===== config.mk =====
export PLATFORM = sky130hd
export DESIGN_NAME = display_scan_ctrl_flat
export DESIGN_NICKNAME = d
export VERILOG_FILES = /design/src/rtl/display_scan_ctrl_pkg.sv /design/src/rtl/display_scan_ctrl_if.sv /design/src/rtl/display_scan_ctrl_slot_timer.sv /design/src/rtl/display_scan_ctrl.sv /design/src/flat_wrapper.sv
export SDC_FILE = /design/constraint.sdc
export NUM_CORES = 1
export LEC_CHECK = 0
export BUFFER_PORTS_ARGS = -buffer_cell sky130_fd_sc_hd__buf_2
export CORE_UTILIZATION = 40
export DETAILED_ROUTE_END_ITERATION = 10
export GPL_ROUTABILITY_DRIVEN = 0
export PLACE_DENSITY_LB_ADDON = 0.2
export SETUP_SLACK_MARGIN = 0.1
export SYNTH_ARGS = -nofsm -noshare
export SYNTH_HDL_FRONTEND = slang
export SYNTH_HIERARCHICAL = 1
export SYNTH_SLANG_ARGS = --single-unit

===== constraint.sdc =====
create_clock -name clk -period 4 [get_ports clk]
set_input_delay 0.8 -clock clk [delete_from_list [all_inputs] [get_ports clk]]
set_output_delay 0.8 -clock clk [all_outputs]
set_load 0.01 [all_outputs]

===== src/rtl/display_scan_ctrl_pkg.sv =====
// Shared definitions for the 4-digit display scan controller: FSM states,
// digit indices and small decode helpers.
package display_pkg;

  typedef enum logic [1:0] {
    ST_IDLE  = 2'b00,
    ST_BLANK = 2'b01,
    ST_SHOW  = 2'b10
  } state_t;

  localparam logic [1:0] DIGIT_0 = 2'd0;
  localparam logic [1:0] DIGIT_1 = 2'd1;
  localparam logic [1:0] DIGIT_2 = 2'd2;
  localparam logic [1:0] DIGIT_3 = 2'd3;

  localparam logic [3:0] DIGITS_OFF = 4'b1111;

  function automatic logic [3:0] onehot(input logic [1:0] idx);
    onehot = 4'b0001 << idx;
  endfunction

  // Returns DIGIT_0 for an empty mask; callers qualify with mask != 0.
  function automatic logic [1:0] lowest_set(input logic [3:0] m);
    if (m[0])      lowest_set = DIGIT_0;
    else if (m[1]) lowest_set = DIGIT_1;
    else if (m[2]) lowest_set = DIGIT_2;
    else if (m[3]) lowest_set = DIGIT_3;
    else           lowest_set = DIGIT_0;
  endfunction

endpackage


===== src/rtl/display_scan_ctrl_if.sv =====
// Pattern/strobe inputs and mux/enable outputs of the display scan controller.
interface display_scan_ctrl_if #(
  parameter int DATA_WIDTH = 7
);
  logic                  enable;
  logic                  load;
  logic [DATA_WIDTH-1:0] seg_a;
  logic [DATA_WIDTH-1:0] seg_b;
  logic [DATA_WIDTH-1:0] seg_c;
  logic [DATA_WIDTH-1:0] seg_d;
  logic [3:0]            digit_mask;
  logic [DATA_WIDTH-1:0] out_a;
  logic [DATA_WIDTH-1:0] out_b;
  logic [DATA_WIDTH-1:0] out_c;
  logic [DATA_WIDTH-1:0] out_d;
  logic [1:0]            select;
  logic [3:0]            digit_n;
  logic                  frame_start;
  logic                  pending;

  modport master (
    output enable, load, seg_a, seg_b, seg_c, seg_d, digit_mask,
    input  out_a, out_b, out_c, out_d, select, digit_n, frame_start, pending
  );

  modport slave (
    input  enable, load, seg_a, seg_b, seg_c, seg_d, digit_mask,
    output out_a, out_b, out_c, out_d, select, digit_n, frame_start, pending
  );
endinterface


===== src/rtl/display_scan_ctrl_slot_timer.sv =====
// Digit-slot timer: counts 0..PRESCALE-1 and flags the last blank cycle and
// the last cycle of the slot.
module slot_timer #(
  parameter int PRESCALE = 50000,
  parameter int BLANK    = 500
) (
  input  logic clk,
  input  logic reset,
  input  logic clear,
  output logic blank_done,
  output logic slot_done
);

  localparam int TW = (PRESCALE > 1) ? $clog2(PRESCALE) : 1;
  localparam logic [TW-1:0] LAST       = TW'(PRESCALE - 1);
  localparam logic [TW-1:0] BLANK_LAST = TW'((BLANK > 0) ? BLANK - 1 : 0);

  logic [TW-1:0] r_count;

  always_ff @(posedge clk) begin
    if (reset || clear) begin
      r_count <= '0;
    end else if (r_count == LAST) begin
      r_count <= '0;
    end else begin
      r_count <= r_count + 1'b1;
    end
  end

  assign slot_done  = (r_count == LAST);
  assign blank_done = (BLANK > 0) && (r_count == BLANK_LAST);

endmodule


===== src/rtl/display_scan_ctrl.sv =====
// Time-multiplexing scan controller for a 4-digit 7-segment display with
// frame-synchronous double-buffered patterns and anti-ghosting blanking.
module display_scan_ctrl
  import display_pkg::*;
#(
  parameter int DATA_WIDTH = 7,
  parameter int PRESCALE   = 50000,
  parameter int BLANK      = 500
) (
  input logic clk,
  input logic reset,
  display_scan_ctrl_if.slave bus
);

  state_t                r_state;
  logic [1:0]            r_select;
  logic [3:0]            r_digit_n;
  logic                  r_pending;
  logic                  r_frame_start;
  logic [DATA_WIDTH-1:0] r_stg_a, r_stg_b, r_stg_c, r_stg_d;
  logic [DATA_WIDTH-1:0] r_out_a, r_out_b, r_out_c, r_out_d;

  logic       w_blank_done;
  logic       w_slot_done;
  logic       w_clear;
  logic       w_mask_any;
  logic [1:0] w_lowest;
  logic [1:0] w_next_sel;
  logic       w_slot_frame;
  logic       w_boundary;

  // Upward search modulo 4 starting just above sel; i=4 revisits sel itself.
  function automatic logic [1:0] next_set(input logic [1:0] sel, input logic [3:0] m);
    logic       found;
    logic [1:0] idx;
    next_set = sel;
    found    = 1'b0;
    for (int unsigned i = 1; i <= 4; i++) begin
      idx = sel + 2'(i);
      if (!found && m[idx]) begin
        next_set = idx;
        found    = 1'b1;
      end
    end
  endfunction

  assign w_clear      = !bus.enable || (r_state == ST_IDLE);
  assign w_mask_any   = |bus.digit_mask;
  assign w_lowest     = lowest_set(bus.digit_mask);
  assign w_next_sel   = next_set(r_select, bus.digit_mask);
  assign w_slot_frame = (w_next_sel <= r_select) || (w_next_sel == w_lowest);

  assign w_boundary = bus.enable && w_mask_any &&
                      ((r_state == ST_IDLE) ||
                       ((r_state == ST_SHOW) && w_slot_done && w_slot_frame));

  slot_timer #(
    .PRESCALE (PRESCALE),
    .BLANK    (BLANK)
  ) u_slot_timer (
    .clk        (clk),
    .reset      (reset),
    .clear      (w_clear),
    .blank_done (w_blank_done),
    .slot_done  (w_slot_done)
  );

  // digit_n is computed from the live mask so a cleared digit darkens next cycle.
  always_ff @(posedge clk) begin
    if (reset) begin
      r_state   <= ST_IDLE;
      r_select  <= DIGIT_0;
      r_digit_n <= DIGITS_OFF;
    end else if (!bus.enable) begin
      r_state   <= ST_IDLE;
      r_digit_n <= DIGITS_OFF;
    end else begin
      case (r_state)
        ST_IDLE: begin
          r_digit_n <= DIGITS_OFF;
          if (w_mask_any) begin
            r_select <= w_lowest;
            if (BLANK == 0) begin
              r_state   <= ST_SHOW;
              r_digit_n <= ~(onehot(w_lowest) & bus.digit_mask);
            end else begin
              r_state <= ST_BLANK;
            end
          end
        end
        ST_BLANK: begin
          if (w_blank_done) begin
            r_state   <= ST_SHOW;
            r_digit_n <= ~(onehot(r_select) & bus.digit_mask);
          end else begin
            r_digit_n <= DIGITS_OFF;
          end
        end
        ST_SHOW: begin
          if (w_slot_done) begin
            if (!w_mask_any) begin
              r_state   <= ST_IDLE;
              r_digit_n <= DIGITS_OFF;
            end else begin
              r_select <= w_next_sel;
              if (BLANK == 0) begin
                r_state   <= ST_SHOW;
                r_digit_n <= ~(onehot(w_next_sel) & bus.digit_mask);
              end else begin
                r_state   <= ST_BLANK;
                r_digit_n <= DIGITS_OFF;
              end
            end
          end else begin
            r_digit_n <= ~(onehot(r_select) & bus.digit_mask);
          end
        end
        default: begin
          r_state   <= ST_IDLE;
          r_digit_n <= DIGITS_OFF;
        end
      endcase
    end
  end

  // A load on a boundary cycle lands in staging after the shadow copies the old data.
  always_ff @(posedge clk) begin
    if (reset) begin
      r_stg_a       <= '0;
      r_stg_b       <= '0;
      r_stg_c       <= '0;
      r_stg_d       <= '0;
      r_out_a       <= '0;
      r_out_b       <= '0;
      r_out_c       <= '0;
      r_out_d       <= '0;
      r_pending     <= 1'b0;
      r_frame_start <= 1'b0;
    end else begin
      r_frame_start <= 1'b0;
      if (w_boundary && r_pending) begin
        r_out_a       <= r_stg_a;
        r_out_b       <= r_stg_b;
        r_out_c       <= r_stg_c;
        r_out_d       <= r_stg_d;
        r_frame_start <= 1'b1;
        r_pending     <= 1'b0;
      end
      if (bus.load) begin
        r_stg_a   <= bus.seg_a;
        r_stg_b   <= bus.seg_b;
        r_stg_c   <= bus.seg_c;
        r_stg_d   <= bus.seg_d;
        r_pending <= 1'b1;
      end
    end
  end

  assign bus.out_a       = r_out_a;
  assign bus.out_b       = r_out_b;
  assign bus.out_c       = r_out_c;
  assign bus.out_d       = r_out_d;
  assign bus.select      = r_select;
  assign bus.digit_n     = r_digit_n;
  assign bus.frame_start = r_frame_start;
  assign bus.pending     = r_pending;

endmodule


===== src/flat_wrapper.sv =====
// flat-port wrapper written by rule: the top's interface ports become plain ports
module display_scan_ctrl_flat import display_pkg::*;
#(
  parameter int DATA_WIDTH = 7,
  parameter int PRESCALE   = 50000,
  parameter int BLANK      = 500
)
  (clk, reset, bus_enable, bus_load, bus_seg_a, bus_seg_b, bus_seg_c, bus_seg_d, bus_digit_mask, bus_out_a, bus_out_b, bus_out_c, bus_out_d, bus_select, bus_digit_n, bus_frame_start, bus_pending);
  display_scan_ctrl_if #(.DATA_WIDTH(DATA_WIDTH)) bus_i ();
  input logic clk;
  input logic reset;
  input wire logic [$bits(bus_i.enable)-1:0] bus_enable;
  input wire logic [$bits(bus_i.load)-1:0] bus_load;
  input wire logic [$bits(bus_i.seg_a)-1:0] bus_seg_a;
  input wire logic [$bits(bus_i.seg_b)-1:0] bus_seg_b;
  input wire logic [$bits(bus_i.seg_c)-1:0] bus_seg_c;
  input wire logic [$bits(bus_i.seg_d)-1:0] bus_seg_d;
  input wire logic [$bits(bus_i.digit_mask)-1:0] bus_digit_mask;
  output wire logic [$bits(bus_i.out_a)-1:0] bus_out_a;
  output wire logic [$bits(bus_i.out_b)-1:0] bus_out_b;
  output wire logic [$bits(bus_i.out_c)-1:0] bus_out_c;
  output wire logic [$bits(bus_i.out_d)-1:0] bus_out_d;
  output wire logic [$bits(bus_i.select)-1:0] bus_select;
  output wire logic [$bits(bus_i.digit_n)-1:0] bus_digit_n;
  output wire logic [$bits(bus_i.frame_start)-1:0] bus_frame_start;
  output wire logic [$bits(bus_i.pending)-1:0] bus_pending;
  assign bus_i.enable = bus_enable;
  assign bus_i.load = bus_load;
  assign bus_i.seg_a = bus_seg_a;
  assign bus_i.seg_b = bus_seg_b;
  assign bus_i.seg_c = bus_seg_c;
  assign bus_i.seg_d = bus_seg_d;
  assign bus_i.digit_mask = bus_digit_mask;
  assign bus_out_a = bus_i.out_a;
  assign bus_out_b = bus_i.out_b;
  assign bus_out_c = bus_i.out_c;
  assign bus_out_d = bus_i.out_d;
  assign bus_select = bus_i.select;
  assign bus_digit_n = bus_i.digit_n;
  assign bus_frame_start = bus_i.frame_start;
  assign bus_pending = bus_i.pending;
  display_scan_ctrl #(.DATA_WIDTH(DATA_WIDTH), .PRESCALE(PRESCALE), .BLANK(BLANK)) u_core (.clk(clk), .reset(reset), .bus(bus_i));
endmodule

==> flow_summary.toml <==
[critical_path]
worst_r2r_path_depth = 15
path_max_fanout = 28
cp.required_ns = 4.22
worstSetupStartpointType = "register"
critPathCapture = "u_core/bus.out_c[3]"
worst-setup-path-type = "reg -> reg"
element_type_at_the_critical_path_end = "register"
worstSetupStartpoint = "u_core/bus.select[1]"
reg2reg_setup_slack_ns = 0.33
worst_r2r_startpoint = "u_core/bus.select[1]"
ff_to_ff_end = "u_core/bus.out_c[3]"
cp.arrival_ns = 3.90

[timing]
maxSlewHeadroom_pct = 41.4
maxClockFrequency_ghz = 0.272
worst_slack_ns = 0.327
slew_violations = 0
setup_viol = 0
tightest_slew_ns = 0.880
setup-tns-final_ns = 0
min_period_over_period_pct = 91.8
rsz_0062_raised_after_global_routing = "false"
timing.final.hold_violations = 0
timing.clock.skew_ns = 0.00989
period_minus_slack_ns = 3.67

[clock_network]
cts_hold_buf = 0
cts-buffers-inserted = 9
clk-insertion-delay-late_ns = 0.35
htree_num_levels = 3
cts.root.buffer_cell = "clkbuf_8"
clock-sinks = 82
cts_tree = "yes"
worst_setup_hold_path_clk_slew_ns = 0.08
clock_path_buffers = 2

[logic_synthesis]
muxShareOfSynthArea_pct = 10.1
yosysWarningCount = 6
synth.yosys.seq_area_share_pct = 41.5
synth_compound_area_share_pct = 14.5
synth_top_cell_area_share_pct = 41.5
netlist.top_cell.by_area = "dfxtp_1"
post_synth_inst_count = 424
postSynthNetCount = 471
synth.distinct_cells = 60
yosys.area_share.xor_xnor_pct = 3.10
synth.top_cells.by_area = "dfxtp_1, mux2i_1, nor2b_1"
post_synth_fa_ha_maj_area_fraction_pct = 3.48
postSynthRegisterBits = 82
synth_edf_count = 0
synth-simple-area-share_pct = 19.8
async_flop_share_pct = 0
syn-mean-instance-area_um2 = 9.32
synthTopCellsByCount = "dfxtp_1, nor2_1, inv_1"
synth_ff_type = "dfxtp_1"
synth.cell_area_um2 = 3950
dominant_combinational_cell_family_by_area_after_synthesis = "simple AND/OR/NAND/NOR gates"
synthMostInstantiatedCell = "dfxtp_1"

[hold_path]
hold_class = "reg -> reg"

[global_route]
globalRouteOverflowTotal = 0
met2_usage_pct = 27.2
met3_grt_util_pct = 5.38
first_global_vias = 2831
globalRouteMet1Util_pct = 22.2
groute.usage.overall_pct = 17.2
gr-max-usage-layer = "met2"
antenna_found_initial = 0
grt_max_degree = 37
grt_pass1_wl_um = 13600

[floorplan]
initial_utilization_pct = 42.0
die_h_um = 101
pin_count = 72
fp-row-count = 35
fp.dieArea_um2 = 10300
core_area_um2 = 9420
chipWidth_um = 101

[route]
via_count = 3073
post_drt_wl_per_cell_um = 13.5
drtIter0Drc = 106
post-route-drc-count = 0
dr.pass1.iters = 6
final_antenna_net_count = 0
routed_via_density = 4.93
routed_wl_um = 8390

[power]
leakagePower_nw = 1.89
internal_power_w = 0.00120
switch_pwr_w = 0.000430
power.share.switching_pct = 26.4
pwr-share-seq_pct = 52.5
vdd_ir_drop_max_uv = 197
power.share.combinational_pct = 12.9
power_per_cell_area_nw_per_um2 = 354
clockPowerShare_pct = 34.6

[layout]
insertedDiodeCount = 0
layout-area-overhead-vs-synth_pct = 16.5
finish.net_count = 536
multiInputGateArea_um2 = 2050
register_area_um2 = 1640
final.fill_count = 919
share_of_final_layout_standard_cells_stronger_than_drive_strength_1_pct = 23.9
final_core_utilization_pct = 48.9

[place]
place_worst_setup_slack_ns = 0.0755
port_buffers = 71
dp_hpwl_um = 5700

[flow_run]
timing.max_cap.violations = 0

[outcome]
run_status = "finished clean"
-- power by group through the flow --
stage,registers (W),clock network [W],logic (W)
2_1_floorplan,0.000876,0,0.000143
3_3_place_gp,0.000873,0,0.000201
3_5_place_dp,0.000874,0,0.000204
4_1_cts,0.000855,0.000587,0.000207
5_1_grt,0.000858,0.000620,0.000233
6_report,0.000854,0.000564,0.000210
-- worst min path at each step --
stage	cells after the start	slack, ns	endpoint	from
after detailed placement	2	0.43	u_core/bus.out_d[2]	u_core/r_stg_d[2]
after global placement	2	0.43	u_core/bus.out_d[6]	u_core/r_stg_d[6]
after floorplan	2	0.42	u_core/bus.out_a[6]	u_core/r_stg_a[6]
final	2	0.44	u_core/bus.out_d[2]	u_core/r_stg_d[2]
after CTS	2	0.45	u_core/bus.out_d[2]	u_core/r_stg_d[2]
after global routing	2	0.46	u_core/bus.out_d[6]	u_core/r_stg_d[6]
-- worst max-delay path, cell delays in order (launching register included) --
cell	delay (ns)
dfxtp_1	0.33
inv_1	0.10
ha_2	0.45
mux2_2	0.39
nor4b_1	0.35
o211a_1	0.25
a31oi_1	0.04
and2_1	0.18
ha_1	0.28
nor2b_1	0.13
o21ai_0	0.14
nand3_1	0.14
a21oi_4	0.26
o21ai_2	0.07
buf_4	0.25
o2bb2ai_1	0.17
-- final cells by class --
type | count | area share, %
Multi-Input combinational cell | 277 | 44.6
Sequential cell | 82 | 35.7
Clock buffer | 12 | 3.37
Inverter | 42 | 3.42
Clock inverter | 4 | 0.734
Tap cell | 129 | 3.51
Timing Repair Buffer | 77 | 8.70
-- logic make-up after synthesis --
logic type	count (synthesis)
compound gates	65
xor+xnor	14
fa+ha+maj	11
buf+inv	66
flops	82
mux	37
simple gates	149
-- placed cells by master (no fill, tap or decap), types with 2 or more instances in the layout --
cell        n
or3b_1      2
inv_6       2
ha_1       10
nand4b_1    2
o21ai_4     2
nand2_1    19
o2bb2ai_1  19
nor2b_1    34
o21ai_0     4
inv_2       2
mux4_2      2
a21oi_4     2
a211o_1     2
nor4_1      4
buf_2      71
xnor2_1    13
mux2i_1    33
nand4_1     2
nand4bb_1   2
buf_4       6
a211oi_1    2
clkbuf_8   11
dfxtp_1    82
o2bb2ai_2   9
nor2_1     55
a21o_1      4
o22ai_1     4
nand3_1     6
and3_1      2
inv_1      40
nor2_2      2
a21oi_1     7
nor3_1      7
-- through the flow --
step                instance area [um2]  std cells  total power [W]  hold slack [ns]
floorplan                          3950        424          0.00102            0.422
global placement                   4380        605          0.00107            0.426
detailed placement                 4380        605          0.00108            0.435
CTS                                4580        622          0.00165            0.448
global route                       4600        623          0.00171            0.463
finish                             4600        623          0.00163            0.444
-- what timing repair did --
item,CTS,global route
gates resized for setup,1,3
pin swaps,1,1
setup endpoints to repair,3,29
setup buffers,0,1
gates cloned,1,0
-- registers in the layout (all words and copies together), names as in the netlist --
signal,flops
u_core/u_slot_timer/r_count,16
u_core/bus.out_a,7
u_core/bus.out_b,7
u_core/bus.out_c,7
u_core/bus.out_d,7
u_core/r_stg_a,7
u_core/r_stg_b,7
u_core/r_stg_c,7
u_core/r_stg_d,7
u_core/bus.digit_n,4
u_core/bus.select,2
u_core/r_state,2
u_core/bus.frame_start,1
u_core/bus.pending,1
-- routing by layer --
metal / up-vias / part of all wire (%)
met5: - / 0
met4: 0 / 1.6
met3: 12 / 4.7
met2: 71 / 47
met1: 1422 / 47
li1: 1568 / -
Power figures use the tool's default switching activity.
